===== src/rtl/game_status_ctrl_multi.sv =====
// Game-flow controller for the snake family: START/PLAY/PAUSE/DIE/RESTART/OVER
// sequencing with a life count, timed die flashing and a timed restart pulse.
module game_status_ctrl_multi #(
  parameter int NUM_KEYS       = 4,
  parameter int NUM_LIVES      = 3,
  parameter int LIVES_W        = 4,
  parameter int FLASH_HALF     = 25_000_000,
  parameter int FLASH_TOGGLES  = 6,
  parameter int RESTART_CYCLES = 6,
  parameter int CNT_W          = 32
) (
  input  logic                clk,
  input  logic                rst,
  input  logic [NUM_KEYS-1:0] key_press,
  input  logic                pause_press,
  input  logic                hit_wall,
  input  logic                hit_body,
  output logic [2:0]          game_status,
  output logic                die_flash,
  output logic                restart,
  output logic [LIVES_W-1:0]  lives_left,
  output logic                game_over
);

  typedef enum logic [2:0] {
    S_RESTART = 3'd0,
    S_START   = 3'd1,
    S_PLAY    = 3'd2,
    S_DIE     = 3'd3,
    S_PAUSE   = 3'd4,
    S_OVER    = 3'd5
  } state_t;

  localparam logic [CNT_W-1:0]   DIE_LAST   = CNT_W'((FLASH_TOGGLES + 1) * FLASH_HALF - 1);
  localparam logic [CNT_W-1:0]   HALF_LAST  = CNT_W'(FLASH_HALF - 1);
  localparam logic [CNT_W-1:0]   RST_LAST   = CNT_W'(RESTART_CYCLES - 1);
  localparam logic [LIVES_W-1:0] LIVES_INIT = LIVES_W'(NUM_LIVES);

  // Raw 3-bit register so the unused codes 6/7 remain representable and recoverable.
  logic [2:0]         state;
  state_t             state_nxt;
  logic [CNT_W-1:0]   counter, counter_nxt;
  logic [CNT_W-1:0]   half_cnt, half_cnt_nxt;
  logic               flash_nxt;
  logic               restart_nxt;
  logic [LIVES_W-1:0] lives_nxt;
  logic               over_nxt;

  assign game_status = state;

  always_ff @(posedge clk) begin
    if (rst) begin
      state      <= S_START;
      counter    <= '0;
      half_cnt   <= '0;
      die_flash  <= 1'b1;
      restart    <= 1'b0;
      lives_left <= LIVES_INIT;
      game_over  <= 1'b0;
    end else begin
      state      <= state_nxt;
      counter    <= counter_nxt;
      half_cnt   <= half_cnt_nxt;
      die_flash  <= flash_nxt;
      restart    <= restart_nxt;
      lives_left <= lives_nxt;
      game_over  <= over_nxt;
    end
  end

  always_comb begin
    state_nxt    = S_START;
    counter_nxt  = '0;
    half_cnt_nxt = '0;
    flash_nxt    = 1'b1;
    lives_nxt    = lives_left;

    case (state)
      S_START: state_nxt = (|key_press) ? S_PLAY : S_START;

      S_PLAY: begin
        if (hit_wall || hit_body) state_nxt = S_DIE;
        else if (pause_press)     state_nxt = S_PAUSE;
        else                      state_nxt = S_PLAY;
      end

      S_PAUSE: state_nxt = pause_press ? S_PLAY : S_PAUSE;

      S_DIE: begin
        if (counter == DIE_LAST) begin
          if (NUM_LIVES == 0) begin
            state_nxt = S_RESTART;
          end else if (lives_left == LIVES_W'(1)) begin
            lives_nxt = '0;
            state_nxt = S_OVER;
          end else begin
            lives_nxt = lives_left - LIVES_W'(1);
            state_nxt = S_RESTART;
          end
        end else begin
          // half_cnt tracks position within the current flash half-period
          state_nxt   = S_DIE;
          counter_nxt = counter + CNT_W'(1);
          if (half_cnt == HALF_LAST) begin
            flash_nxt = ~die_flash;
          end else begin
            half_cnt_nxt = half_cnt + CNT_W'(1);
            flash_nxt    = die_flash;
          end
        end
      end

      S_RESTART: begin
        if (counter == RST_LAST) begin
          state_nxt = S_START;
        end else begin
          state_nxt   = S_RESTART;
          counter_nxt = counter + CNT_W'(1);
        end
      end

      S_OVER: begin
        if (|key_press) begin
          state_nxt = S_RESTART;
          lives_nxt = LIVES_INIT;
        end else begin
          state_nxt = S_OVER;
        end
      end

      default: state_nxt = S_START;
    endcase

    restart_nxt = (state_nxt == S_RESTART);
    over_nxt    = (state_nxt == S_OVER);
  end

endmodule


===== config.mk =====
export PLATFORM = sky130hd
export DESIGN_NAME = game_status_ctrl_multi
export DESIGN_NICKNAME = d
export VERILOG_FILES = /design/src/rtl/game_status_ctrl_multi.sv
export SDC_FILE = /design/constraint.sdc
export NUM_CORES = 1
export LEC_CHECK = 0
export ABC_AREA = 1
export CAP_MARGIN = 10
export CORE_MARGIN = 2
export CORE_UTILIZATION = 35
export CTS_CLUSTER_SIZE = 14
export DETAILED_ROUTE_END_ITERATION = 10
export PLACE_DENSITY = 0.56
export SETUP_SLACK_MARGIN = 0.1
export SKIP_LAST_GASP = 1
export SLEW_MARGIN = 20
export SYNTH_ARGS = -nofsm -noshare
export SYNTH_HDL_FRONTEND = slang
export SYNTH_SLANG_ARGS = --single-unit

===== constraint.sdc =====
create_clock -name clk -period 3.9 [get_ports clk]
set_input_delay 0.39 -clock clk [delete_from_list [all_inputs] [get_ports clk]]
set_output_delay 0.39 -clock clk [all_outputs]
set_load 0.005 [all_outputs]

# Word-level counts from Yosys, hierarchy flattened
# Cells that the tools add are included.
[word_totals]
reg_bits = 74
elab_cells = 48
[classes]
n_addsub = 3
eq_ne = 12
mux = 16
bitwise_logic = 2
n_reduce_logical = 8
[op_table]
columns = ["operator", "count"]
rows = [
  ["32-bit by 1-bit adder with 32-bit output (second input constant)", 2],
  ["32-bit two-way mux", 2],
  ["32-bit one-hot mux with 2 select lines", 1],
  ["32-bit by 25-bit == test with 1-bit output (second input constant)", 1],
  ["32-bit by 28-bit == test with 1-bit output (second input constant)", 1],
  ["32-bit by 3-bit == test with 1-bit output (second input constant)", 1],
  ["3-bit two-way mux", 6],
  ["3-bit one-hot mux with 6 select lines", 1],
  ["4-bit two-way mux", 3],
  ["3-bit == test (second input constant)", 3],
  ["4-bit one-hot mux with 2 select lines", 1],
  ["4-bit OR reduction", 2],
  ["3-bit by 2-bit == test with 1-bit output (second input constant)", 2],
  ["3-bit logical NOT", 2],
  ["4-bit by 1-bit == test with 1-bit output (second input constant)", 1],
  ["2-bit inequality test (second input constant)", 2],
  ["4-bit by 1-bit subtractor with 4-bit output (second input constant)", 1],
  ["3-bit by 1-bit == test with 1-bit output (second input constant)", 1],
  ["3-bit AND reduction", 1],
  ["3-bit OR reduction", 1],
  ["2-bit two-way mux", 1],
  ["1-bit inverter", 2],
  ["2-bit nonzero test", 1],
  ["1-bit logical OR", 1],
  ["1-bit two-way mux", 1],
]

# Logic depth before layout (Yosys ltp)
[logic_depth]
ltp_word = 5
ltp_mapped = 11
ltp_nobuf = 11

# Least setup slack after synthesis
# Ideal clock, no wire load.
[synth_timing]
kind = "reg-to-reg"
from = "reg counter[0]"
to = "reg counter[14]"
setup_ns = 0.116
t_arrival_ns = 1.452
required_ns = 3.784
setup_slack_ns = 2.332
path_stages_with_launch = 12
path_buffers = 1
cell_sequence = "dfxtp_1 > ha_1 > nand3_2 > inv_2 > nand2_1 > nor2_1 > nand2_2 > nand2_4 > o21ai_2 > nand2_4 > buf_6 > nor2_1"
[synth_between]
elab_chain_cells = 3
[synth_lines]
columns = ["element", "line_no", "text"]
rows = [
  ["from (decl)", "42", "logic [CNT_W-1:0] counter, counter_nxt;"],
  ["from (signal assigned)", "62", "counter <= counter_nxt;"],
  ["32-bit by 1-bit adder with 32-bit output (tied with other cells)", "103, 118", ""],
  ["32-bit two-way mux, on equally long branches", "114, 90", ""],
  ["32-bit one-hot mux with 2 select lines *", "78", "case (state)"],
]
# Mark *: on every way between the ends. The rest lies on a longest branch, timed or not.
# A chain may end at the register's enable or synchronous reset.

# Final worst setup path
[layout_timing]
from = "reg half_cnt[0]"
to = "reg half_cnt[25]"
[layout_between]
elab_chain_cells = 2
[layout_lines]
columns = ["element", "line_no", "text"]
rows = [
  ["from (decl)", "43", "logic [CNT_W-1:0] half_cnt, half_cnt_nxt;"],
  ["from (signal assigned)", "63", "half_cnt <= half_cnt_nxt;"],
  ["parallel branches: the longest is 2 deep, another holds 32-bit by 1-bit adder with 32-bit output", "--", ""],
]
# Parallel ways; which one is timed is not known.

==> run_results.csv <==
group,metric,value,unit
worst_setup_path,worstPathRequired,4100,ps
clock_tree,worstSkewPairLatency,340,ps
worst_setup_path,crit_chain,"ha_1 > nand2_1 > nor2_1 > nand2_1 > nor3_1 > nand2_1 > nand3_2 > nor2_1",
drt,totalWireLength,9890,microns
run_status,status,"completed",
global_routing,grt_pass1_vias,3716,
clock_tree,cts.sinks,74,
sta,whs,445,ps
place,io_buffer_count,18,
clock_tree,clk_pin_slew_worst_paths,60,ps
final_layout,area_delta_synth_final,15.5,%
clock_tree,cts_resized,0,
synthesis,synth_top_family_by_area,"simple AND/OR/NAND/NOR gates",
global_routing,grt_pass1_wl,16900,microns
synthesis,synth_xor_area_share,8.61,%
synthesis,ys_warn_count,0,
place,dpl.hpwl,7670,microns
worst_setup_path,cp_max_fo,32,
worst_setup_path,setup.worst_path.start_class,"flop",
flow_run,maxCapViolations,0,
clock_tree,cts_max_level,3,
synthesis,synth_mux_area_share,0,%
power_and_ir_drop,ir_drop,0.000388,V
power_and_ir_drop,power-per-cell-area,389,nW/um^2
drt,drc_errors,0,
floorplan,initial_utilization,36.2,%
floorplan,ios,19,
floorplan,die_x,113,microns
final_layout,antennaDiodeCount,0,
worst_setup_path,worst-setup-path-type,"reg -> reg",
worst_setup_path,worst_path_most_repeated_cell,"nand2_1",
clock_tree,post-cts-setup-buffers,0,
synthesis,avgSynthCellArea,6.37,sq um
clock_tree,clock-root-buffer,"clkbuf_16",
sta,fin_crit,1990,ps
synthesis,syn_area,4170,sq um
synthesis,yosys.area_share.adder,1.50,%
global_routing,grt_overflow_total,0,
hold_path,hp-class,"reg -> reg",
global_routing,track_usage,16.4,%
sta,finalCritPeriodShare,51.1,%
drt,drtIter0Drc,250,
worst_setup_path,worstPathArrival,2200,ps
synthesis,netlist_instances,654,
worst_setup_path,slowest_stage,"nand3_2",
clock_tree,cts_tree,"yes",
drt,ant_nets,0,
drt,wire_per_inst,12.0,microns
worst_setup_path,endpoint_kind,"flop",
synthesis,synth_compound_area_share,3.69,%
clock_tree,cts_hold_buf,0,
global_routing,grt_max_degree,33,
place,place.gp.congestion,0.891,
drt,vias,3894,
synthesis,synth.distinct_cells,28,
power_and_ir_drop,finalPower,0.00187,W
sta,drv_slew,0,
floorplan,rows,39,
clock_tree,cts.path.max_buffers,2,
sta,setup_viol,0,
floorplan,core_area,11500,sq um
synthesis,synthesis.nets,668,
sta,clock.fmax,502,MHz
sta,rsz0062_at_grt,"false",
final_layout,fin_nets,690,
final_layout,post-route-util,41.8,%
power_and_ir_drop,p_leak,1.62,nW
floorplan,die_h,113,microns
final_layout,drive_above_1_share,4.26,%
clock_tree,cts_inserted_buffers,9,
floorplan,dieArea,12800,sq um
drt,viasPerCell,4.73,
drt,drt_first_pass_iters,6,
worst_setup_path,max_stage_delay,480,ps
global_routing,antenna_found_initial,0,
sta,tns,0,ps
synthesis,ys_ff_latch,74,
synthesis,yosysSeqAreaShare,35.5,%
synthesis,yosys.area_share.simple,43.0,%
sta,skew,7.31,ps
sta,worst_slew_pin_slew,637,ps
sta,finalHoldViolations,0,
sta,slew_headroom,57.5,%
[layout by cell type (no fill, tap or decap), types with 2 or more instances in the layout]
cell / count
xor2_1: 34
nor2_2: 3
ha_1: 5
nand2_1: 173
nand2_4: 2
o211ai_1: 4
nand4_1: 13
nand3b_1: 3
inv_1: 72
clkdlybuf4s50_1: 18
nand3_1: 47
nand3_2: 2
nor2_1: 153
clkbuf_16: 9
xnor2_1: 7
bufinv_16: 3
o21ai_0: 5
or2_2: 3
dfxtp_1: 74
a21oi_1: 18
nor3_1: 23
[Yosys cell counts (all sizes together)]
cell type | n | area (sq um)
dfxtp | 74 | 1480
or2 | 3 | 18.8
clkbuf | 1 | 5.00
nand2 | 176 | 678
nand3 | 49 | 255
inv | 73 | 274
nor3 | 24 | 125
o21ai | 6 | 33.8
ha | 5 | 62.6
xnor2 | 7 | 61.3
nand3b | 3 | 22.5
nor4 | 1 | 6.26
buf | 6 | 41.3
nand4 | 13 | 81.3
nor2 | 157 | 604
o211ai | 4 | 30.0
xor2 | 34 | 298
a21oi | 18 | 90.1
[worst max-delay path: cells and delay by family, from the launching register on]
kind | cells | cell delay (ps)
adders and majority gates | 1 | 210
and+or+nand+nor | 7 | 1310
DFF | 1 | 350
[layer usage]
metal	share of wire, %	vias to the layer above	global-route usage, %
li1	-	2087	-
met1	49	1740	20.2
met2	46	55	27.5
met3	3.2	12	4.61
met4	1.8	0	5.85
met5	0	-	0
[kinds of logic (layout without fill, tap and decap cells)]
kind of cell / Yosys count / after routing
buffers and inverters: 80 / 106
adder cells (fa/ha/maj): 5 / 5
AO/OA/AOI/OAI: 28 / 28
XOR/XNOR: 41 / 41
AND/OR/NAND/NOR: 426 / 426
flip-flops: 74 / 74
[report_power, final]
| part | internal [W] | switching (W) | leakage, nW |
|---|---|---|---|
| clock | 0.000621 | 0.000319 | 0.163 |
| sequential | 0.000771 | 0.0000148 | 0.597 |
| combinational | 0.0000580 | 0.0000870 | 0.864 |
| total | 0.00145 | 0.000421 | 1.62 |
[area by class of cell]
cell class              instances  area (sq um)
fillers                      1232          6700
multi-input cells             500          2370
flip-flops and latches         74          1480
inverters                      73           274
clock buffers                  10           229
repair buffers                 18           180
well taps                     143           179
clock inverters                 5           104
[sequential cells by signal (all words and copies together), names as in the netlist]
name         cells
half_cnt        32
counter         32
game_over        1
die_flash        1
lives_left       4
restart          1
game_status      3
[final timing paths]
| path | from | end | slack, ps | cells after the start |
|---|---|---|---|---|
| hold / removal | half_cnt[0] | half_cnt[0] | 440 | 1 |
| setup / recovery | half_cnt[0] | half_cnt[25] | 1910 | 8 |
| hold reg to reg | half_cnt[0] | half_cnt[0] | 440 | 1 |
| setup reg to reg | half_cnt[0] | half_cnt[25] | 1910 | 8 |
[stage by stage]
| stage | std cells | area [sq um] | setup slack (ps) |
|---|---|---|---|
| finish | 823 | 4810 | 1910 |
| global route | 823 | 4810 | 1620 |
| CTS | 823 | 4810 | 1870 |
| detailed placement | 808 | 4480 | 1710 |
| global placement | 808 | 4480 | 1760 |
| floorplan | 654 | 4170 | 2330 |
Power figures use the tool's default switching activity.
